**config.mk**
```make
export PLATFORM = sky130hd
export DESIGN_NAME = alu_issue_arbiter
export DESIGN_NICKNAME = d
export VERILOG_FILES = /design/src/rtl/alu_issue_arbiter.sv
export SDC_FILE = /design/constraint.sdc
export NUM_CORES = 1
export LEC_CHECK = 0
export CORE_ASPECT_RATIO = 0.9
export CORE_MARGIN = 2
export CORE_UTILIZATION = 35
export CTS_CLUSTER_DIAMETER = 120
export DETAILED_ROUTE_END_ITERATION = 10
export PLACE_DENSITY_LB_ADDON = 0.05
export SYNTH_ARGS = -nofsm -noshare
export SYNTH_HDL_FRONTEND = slang
export SYNTH_SLANG_ARGS = --single-unit
```
**constraint.sdc**
```tcl
create_clock -name clk -period 2.2 [get_ports clk]
set_input_delay 0.66 -clock clk [delete_from_list [all_inputs] [get_ports clk]]
set_output_delay 0.66 -clock clk [all_outputs]
set_load 0.02 [all_outputs]
```
**src/rtl/alu_issue_arbiter.sv**
```systemverilog
// Round-robin issue arbiter sharing one execute-stage ALU between two issue lanes,
// with multiply stall handling and lane-tagged result return after a fixed ALU latency.
module alu_issue_arbiter #(
  parameter int unsigned ALU_LAT   = 2,
  parameter int unsigned MUL_STALL = 2
) (
  input  logic        clk,
  input  logic        rst,
  input  logic        flush,
  input  logic        l0_valid,
  output logic        l0_ready,
  input  logic [49:0] l0_uop,
  input  logic [15:0] l0_instr,
  input  logic        l1_valid,
  output logic        l1_ready,
  input  logic [49:0] l1_uop,
  input  logic [15:0] l1_instr,
  output logic [49:0] alu_uop,
  output logic [15:0] alu_instr,
  input  logic [15:0] alu_result,
  output logic        res_valid,
  output logic        res_lane,
  output logic [15:0] res_data,
  output logic [15:0] res_instr,
  output logic        busy
);

  localparam int unsigned UOP_W   = 50;
  localparam int unsigned INSTR_W = 16;
  localparam int unsigned MUL_BIT = 4;
  localparam int unsigned CNT_W   = (MUL_STALL > 1) ? $clog2(MUL_STALL + 1) : 1;

  typedef enum logic {
    IDLE     = 1'b0,
    MUL_WAIT = 1'b1
  } state_e;

  typedef struct packed {
    logic               vld;
    logic               lane;
    logic [INSTR_W-1:0] instr;
  } trk_t;

  state_e               state_q, state_d;
  logic [CNT_W-1:0]     cnt_q, cnt_d;
  logic                 rr_q, rr_d;
  logic [UOP_W-1:0]     uop_q, uop_d;
  logic [INSTR_W-1:0]   instr_q, instr_d;
  logic                 iss_vld_q, iss_vld_d;
  logic                 iss_lane_q, iss_lane_d;
  trk_t [ALU_LAT-1:0]   trk_q, trk_d;

  logic                 grant0_c, grant1_c;
  logic                 any_trk_c;
  logic [UOP_W-1:0]     sel_uop_c;

  // Arbitration, multiply-stall FSM, ALU op register and result tracking next-state
  always_comb begin
    state_d    = state_q;
    cnt_d      = cnt_q;
    rr_d       = rr_q;
    uop_d      = '0;
    instr_d    = '0;
    iss_vld_d  = 1'b0;
    iss_lane_d = 1'b0;
    grant0_c   = 1'b0;
    grant1_c   = 1'b0;
    sel_uop_c  = '0;
    any_trk_c  = 1'b0;

    trk_d[0] = '{vld: iss_vld_q, lane: iss_lane_q, instr: instr_q};
    for (int i = 1; i < int'(ALU_LAT); i++) begin
      trk_d[i] = trk_q[i-1];
    end

    if (!rst && !flush && state_q == IDLE) begin
      grant0_c = l0_valid && (!l1_valid || !rr_q);
      grant1_c = l1_valid && (!l0_valid || rr_q);
    end

    if (grant0_c || grant1_c) begin
      sel_uop_c  = grant1_c ? l1_uop : l0_uop;
      uop_d      = sel_uop_c;
      instr_d    = grant1_c ? l1_instr : l0_instr;
      iss_vld_d  = 1'b1;
      iss_lane_d = grant1_c;
      rr_d       = !grant1_c;
      if (sel_uop_c[MUL_BIT] && MUL_STALL != 0) begin
        state_d = MUL_WAIT;
        cnt_d   = CNT_W'(MUL_STALL);
      end
    end else if (state_q == MUL_WAIT) begin
      if (cnt_q <= CNT_W'(1)) begin
        state_d = IDLE;
        cnt_d   = '0;
      end else begin
        cnt_d = cnt_q - CNT_W'(1);
      end
    end

    // Mispredict: drop every in-flight op, including the one leaving the ALU register
    if (flush) begin
      state_d = IDLE;
      cnt_d   = '0;
      for (int i = 0; i < int'(ALU_LAT); i++) begin
        trk_d[i].vld = 1'b0;
      end
    end

    for (int i = 0; i < int'(ALU_LAT); i++) begin
      any_trk_c = any_trk_c | trk_q[i].vld;
    end
  end

  always_ff @(posedge clk) begin
    if (rst) begin
      state_q    <= IDLE;
      cnt_q      <= '0;
      rr_q       <= 1'b0;
      uop_q      <= '0;
      instr_q    <= '0;
      iss_vld_q  <= 1'b0;
      iss_lane_q <= 1'b0;
      trk_q      <= '0;
    end else begin
      state_q    <= state_d;
      cnt_q      <= cnt_d;
      rr_q       <= rr_d;
      uop_q      <= uop_d;
      instr_q    <= instr_d;
      iss_vld_q  <= iss_vld_d;
      iss_lane_q <= iss_lane_d;
      trk_q      <= trk_d;
    end
  end

  assign l0_ready  = grant0_c;
  assign l1_ready  = grant1_c;
  assign alu_uop   = uop_q;
  assign alu_instr = instr_q;
  assign res_valid = trk_q[ALU_LAT-1].vld;
  assign res_lane  = trk_q[ALU_LAT-1].lane;
  assign res_instr = trk_q[ALU_LAT-1].instr;
  assign res_data  = alu_result;
  assign busy      = any_trk_c || (uop_q != '0) || (state_q == MUL_WAIT);

endmodule

```
==> results of run 1 <==
## layout by cell type, fill, tap and decap left out, types with 2 or more instances in the layout
master	n
a21oi_1	69
and2_1	2
buf_12	2
buf_4	27
buf_6	2
clkbuf_16	9
clkdlybuf4s50_1	216
clkinv_4	2
dfxtp_1	100
dfxtp_2	8
dlygate4sd2_1	2
inv_1	3
inv_6	2
nand2_1	134
nand4_1	3
nor2_1	4
nor2b_1	34
nor4_1	7
nor4_2	3
nor4_4	3
## report_power, final
group | internal [mW] | total (mW) | leakage (nW) | switching [mW]
Sequential | 2.02 | 2.06 | 0.883 | 0.0364
Combinational | 0.400 | 0.665 | 1.59 | 0.265
Clock | 0.888 | 1.60 | 0.142 | 0.710
Total | 3.31 | 4.32 | 2.62 | 1.01
## final timing paths
path              depth (start not counted)      endpoint
setup reg to reg                          8      cnt_q[1]
hold / removal                            1  res_instr[9]
hold reg to reg                           1  res_instr[9]
setup / recovery                          4          busy
## Yosys cell counts
library cell  instances  share of area (%)
and3_1                1               0.16
buf_4                48                9.1
a21bo_2               1               0.25
a311oi_1              1               0.22
buf_1                 2               0.19
nor3_1                1               0.13
nand3_1               2               0.25
nand2b_1              1               0.16
a21oi_1              69                8.7
inv_2                 1              0.095
nor3_2                1               0.25
o221ai_1              1               0.22
inv_1                 3               0.28
nand4_1               3               0.47
or4_1                 1               0.19
o21ai_0               1               0.13
a211oi_1              1               0.19
buf_2                11                1.4
buf_6                 4                1.1
clkbuf_1              8               0.76
nor2_1                4               0.38
and2_1                2               0.32
dfxtp_1             108                 55
a31o_2                1               0.22
nor2b_1              34                5.4
nor4_1               13                2.1
nand2_1             134                 13
## worst max-delay path: cells and delay by family (launching register included)
family | cells | cell delay [ns]
buffers and inverters | 1 | 0.15
flip-flops | 1 | 0.34
AND/OR/NAND/NOR | 3 | 0.96
## per-layer routing
layer  GRT usage, %  part of all wire [%]
met4          5.442                   1.9
met2          33.21                    50
met5              0                     0
met3          10.21                    11
met1          19.01                    38
## state kept, by name (all words and copies together), names as in the netlist
register	count
iss_lane_q	1
state_q	1
cnt_q	2
trk_d	17
iss_vld_q	1
res_valid	1
alu_instr	16
rr_q	1
trk_q	1
res_instr	16
res_lane	1
alu_uop	50
## timing repair
action,CTS,global route
hold buffers,0,0
pin swaps,8,7
setup endpoints to repair,4,3
gates resized for setup,31,11
## final cells by class
type | instances | area [µm²]
fill | 1024 | 4429
timing repair buffer | 251 | 2467
sequential | 108 | 2172
multi-input combinational | 272 | 1374
clock buffer | 9 | 225.2
tap | 152 | 190.2
clock inverter | 6 | 72.57
inverter | 4 | 15.01
## cells by family (layout without fill, tap and decap cells)
group	Yosys count	count (layout)	synth area share, %
simple gates	197	197	22.45
flops	108	108	54.63
buf+inv	77	270	12.96
compound gates	75	75	9.959
==> key figures, run 1 <==
Finish
  • Final core utilization: 59.53%
  • Nets@finish: 799
  • Fin area: 6516 µm²
  • ANT cells: 0
  • Share of cells above drive strength 1: 10.31%
  • Final cell count without fillers: 802
  • P&R area growth vs syn: 64.65%

Clock network
  • Clk slew on worst S/H paths: 0.07 ns
  • CTS buffer count: 9
  • Max clock buf depth: 2
  • H-tree depth: 3
  • # Post-CTS Setup Buffers: 0
  • CTS sink count: 108
  • CTS Root Cell: clkbuf_16
  • Worst-Skew Late Latency: 0.34 ns
  • TritonCTS clock tree: done

Global routing
  • Grt ovf: 0
  • First-pass GRT wire length: 17.61 mm
  • Initial antenna violation count: 0
  • Vias in the first global route: 3,565
  • All-Layer GR Usage: 18.84%
  • Largest net degree at the start of global routing: 68

Placement
  • Port bufs: 223
  • Placed instance area: 6133 µm²
  • Pre-CTS setup slack: -0.6584 ns
  • Placed cells: 787
  • HPWL Detailed: 8.536 mm
  • Routability congestion estimate: 0.7877

Power
  • PD cells: 663.0 nW/µm²
  • Leak: 2.618 nW
  • Overall power: 4.321 mW
  • Worst VDD drop: 0.3471 mV

Critical path
  • R2R setup slack: 0.26 ns
  • Worst Path Required: 1.54 ns
  • CP max-delay cell: or4_4
  • Worst path max stage delay: 0.55 ns
  • Critical-path maximum fanout: 2
  • Worst reg2reg path startpoint: state_q
  • Setup crit start: alu_uop[39]
  • Crit start category: register
  • Setup CP Type: register to primary output
  • Setup crit end kind: primary output
  • Critical path cell sequence: nor4_4 > nand4_1 > or4_4 > buf_6
  • Crit path DAT: 1.78 ns

Min path
  • Hold_sp: trk_d[27]
  • Hold crit path type: register to register

Drt
  • Total routed wirelength: 11.46 mm
  • Vias per cell: 4.466
  • Vias: 3,582
  • 1st-iter DRT viols: 114
  • Routed len/inst: 14.29 µm
  • Drc violations: 0
  • Antenna-violating nets left: 0
  • Drt pass-1 iters: 4

Logic synthesis
  • Post-synthesis sequential area ratio: 54.63%
  • Cell variety after synth: 27
  • Yosys reg bits: 108
  • Total number of yosys warnings: 0
  • Post-Syn Instances: 457
  • Syn nets: 610
  • Post-Syn Area: 3958 µm²
  • Syn_area_per_cell: 8.660 µm²

Floorplan
  • Die width: 116.1 µm
  • Initial Util: 36.16%
  • Core Box Area: 10,950 µm²
  • Die H: 104.9 µm
  • Die area: 12,180 µm²
  • I/O Pins: 256
  • Rows: 36

STA
  • Slew Limit Fails: 0
  • Slew HR: 52.22%
  • Fmax: 409.1 MHz
  • Final setup TNS: -0.2441 ns
  • Worst-margin pin slew: 0.7168 ns
  • Layout Skew: 0.007481 ns
  • Final setup viols: 1
  • Final critical-path share of the clock period: 111.1%
  • Final Hold Vio Count: 0
  • Final worst slack: -0.2441 ns
  • Hold Worst Slack: 0.4359 ns
  • Unrepaired setup endpoints after global routing: true
  • Minimum clock period: 2.444 ns

Outcome
  • Status: finished, violations left
  • Failing checks: negative setup slack

Flow run
  • Max-cap violations: 0
(Power assumes the default switching activity.)
==> inputs of run 2 (changes only) <==
CORE_ASPECT_RATIO = 0.5   (was 0.9)
==> run 2 against run 1 <==
Compared with the run above:
- the run still ends with negative setup slack left
- final cell count fell by 1.0%
- sequential power barely moved
- die area rose by 0.41%
- setup slack got worse by 0.012 ns
- cell area fell by 0.81%
- core utilization fell by 0.84 points
- worst hold slack got worse by 0.0015 ns
- critical path type unchanged
- largest cell class unchanged
==> key figures, run 2 (synthesis gave the netlist of run 1 again) <==
Outcome
  • Status: finished, violations left
  • Failing checks: negative setup slack

STA
  • Final setup TNS: -0.2565 ns (-0.01236 ns)
  • Unrepaired setup endpoints after global routing: true
  • Slew Limit Fails: 0 (unchanged)
  • Layout Skew: 0.004744 ns (-0.002738 ns)
  • Final Hold Vio Count: 0 (unchanged)
  • Hold Worst Slack: 0.4344 ns (-0.001524 ns)
  • Fmax: 407.1 MHz (-0.50%)
  • Final worst slack: -0.2565 ns (-0.01236 ns)
  • Slew HR: 50.19% (-2.0 points)
  • Worst-margin pin slew: 0.7471 ns (+0.03036 ns)
  • Final critical-path share of the clock period: 111.7% (+0.56 points)
  • Final setup viols: 1 (unchanged)
  • Minimum clock period: 2.456 ns (+0.01236 ns)

Finish
  • Nets@finish: 796 (-0.38%)
  • Fin area: 6464 µm² (-0.81%)
  • Most common cell after layout, fill and taps aside: clkdlybuf4s50_1
  • Most frequent cells in the layout: 215 x clkdlybuf4s50_1, 134 x nand2_1, 104 x dfxtp_1, 69 x a21oi_1, 34 x nor2b_1
  • Final cell count without fillers: 794 (-1.0%)
  • Largest register FFs: 50 (unchanged)
  • Share of cells above drive strength 1: 10.34% (+0.032 points)
  • P&R area growth vs syn: 63.33%
  • Filler Cell Count: 988 (-3.5%)

Global routing
  • Largest net degree at the start of global routing: 68 (unchanged)
  • Grt ovf: 0 (unchanged)
  • All-Layer GR Usage: 18.67% (-0.17 points)
  • First-pass GRT wire length: 17.69 mm (+0.47%)
  • Vias in the first global route: 3,531 (-0.95%)
  • Initial antenna violation count: 2 (+2)

Drt
  • Drt pass-1 iters: 4 (unchanged)
  • Antenna-violating nets left: 0 (unchanged)
  • 1st-iter DRT viols: 151 (+32%)
  • Drc violations: 0 (unchanged)
  • Vias: 3,525 (-1.6%)
  • Total routed wirelength: 11.46 mm (about the same)
  • Vias per cell: 4.440 (-0.60%)
  • Routed len/inst: 14.43 µm (+0.99%)

Critical path
  • Crit start category: register
  • Worst reg2reg path startpoint: state_q
  • R2R setup slack: 0.21 ns (-0.05 ns)
  • CP top delay family: simple AND/OR/NAND/NOR gates
  • RR Endpoint: alu_uop[39]
  • Critical-path maximum fanout: 2 (unchanged)
  • Reg2Reg Depth: 8 (unchanged)
  • Crit path to: busy
  • Worst path max stage delay: 0.44 ns (-0.11 ns)
  • CP max-delay cell: or4_4
  • Critical path cell sequence: nor4_1 > nand4_1 > or4_4 > buf_6
  • Worst Path Required: 1.54 ns (about the same)
  • Levels on crit path: 4 (unchanged)
  • CP bufs+invs: 1 (unchanged)
  • Setup CP Type: register to primary output
  • Crit path DAT: 1.80 ns (+0.02 ns)
  • Setup crit end kind: primary output
  • Setup crit start: alu_uop[1]

Power
  • Worst VDD drop: 0.3440 mV (-0.89%)
  • PD cells: 656.9 nW/µm² (-0.93%)
  • Leak: 2.587 nW (-1.2%)
  • Overall power: 4.246 mW (-1.7%)

Clock network
  • Post-CTS Hold Fix Bufs: 0 (unchanged)
  • Clk slew on worst S/H paths: 0.07 ns (about the same)
  • Max clock buf depth: 2 (unchanged)
  • CTS sink count: 108 (unchanged)
  • CTS Root Cell: clkbuf_16
  • H-tree depth: 3 (unchanged)
  • TritonCTS clock tree: done
  • CTS buffer count: 9 (unchanged)
  • Worst-Skew Late Latency: 0.34 ns (about the same)

Floorplan
  • Die H: 79.19 µm (-24%)
  • Initial Util: 35.94% (-0.22 points)
  • I/O Pins: 256 (unchanged)
  • Die area: 12,230 µm² (+0.41%)
  • Core Box Area: 11,010 µm² (+0.62%)
  • Rows: 27 (-25%)
  • Die width: 154.4 µm (+33%)

Min path
  • Hold crit path type: register to register
  • Hold_sp: trk_d[24]

Placement
  • Port bufs: 223 (unchanged)
  • Routability congestion estimate: 0.7805 (-0.91%)
  • HPWL Detailed: 8.091 mm (-5.2%)
  • Placed cells: 774 (-1.7%)
  • Placed instance area: 6067 µm² (-1.1%)

Flow run
  • Max-cap violations: 0 (unchanged)
run 2: layer usage:
| metal | global-route usage [%] | wire (µm) | vias up |
|---|---|---|---|
| met5 | 0 | 8 | - |
| met4 | 5.093 | 179 | 2 |
| met3 | 10.81 | 1284 | 24 |
| met2 | 31.79 | 5365 | 111 |
| met1 | 20.05 | 4617 | 1585 |
| li1 | - | - | 1803 |
run 2: worst min path at each step:
stage / to / slack (ns) / cells past startpoint
final: res_instr[6] / 0.43 / 1
after global routing: res_instr[14] / 0.45 / 1
after CTS: res_instr[8] / 0.44 / 1
after detailed placement: res_instr[8] / 0.42 / 1
after global placement: res_instr[13] / 0.42 / 1
after floorplan: trk_q[17] / 0.41 / 1
run 2: where the power goes:
| part | leakage [nW] | internal [mW] | switching [mW] |
|---|---|---|---|
| Combinational | 1.57 | 0.398 | 0.261 |
| Clock | 0.133 | 0.809 | 0.721 |
| Sequential | 0.881 | 2.02 | 0.0366 |
| Total | 2.59 | 3.23 | 1.02 |
run 2: area by class of cell:
class                   count  area [µm²]  area share [%]
repair buffers            248        2422           37.48
clock inverters             6       47.55          0.7356
flip-flops and latches    108        2167           33.53
inverters                   4       15.01          0.2323
multi-input cells         272        1389           21.49
clock buffers              10       239.0           3.697
well taps                 145       181.4           2.807
diodes                      1       2.502         0.03871
run 2: repair_timing:
item	4_1_cts	5_1_grt
pin swaps	5	3
buffers inserted	2	1
gates resized for setup	28	13
setup endpoints to repair	3	4
gates cloned	0	0
endpoints found under the hold margin	0	0
run 2: per-stage QoR:
stage / utilization, % / setup slack [ns]
after floorplan: - / 0.1714
after global placement: 55.09 / -0.5972
after detailed placement: 55.09 / -0.5972
after CTS: 58.19 / -0.2995
after global routing: 58.67 / -0.3238
final: 58.69 / -0.2565
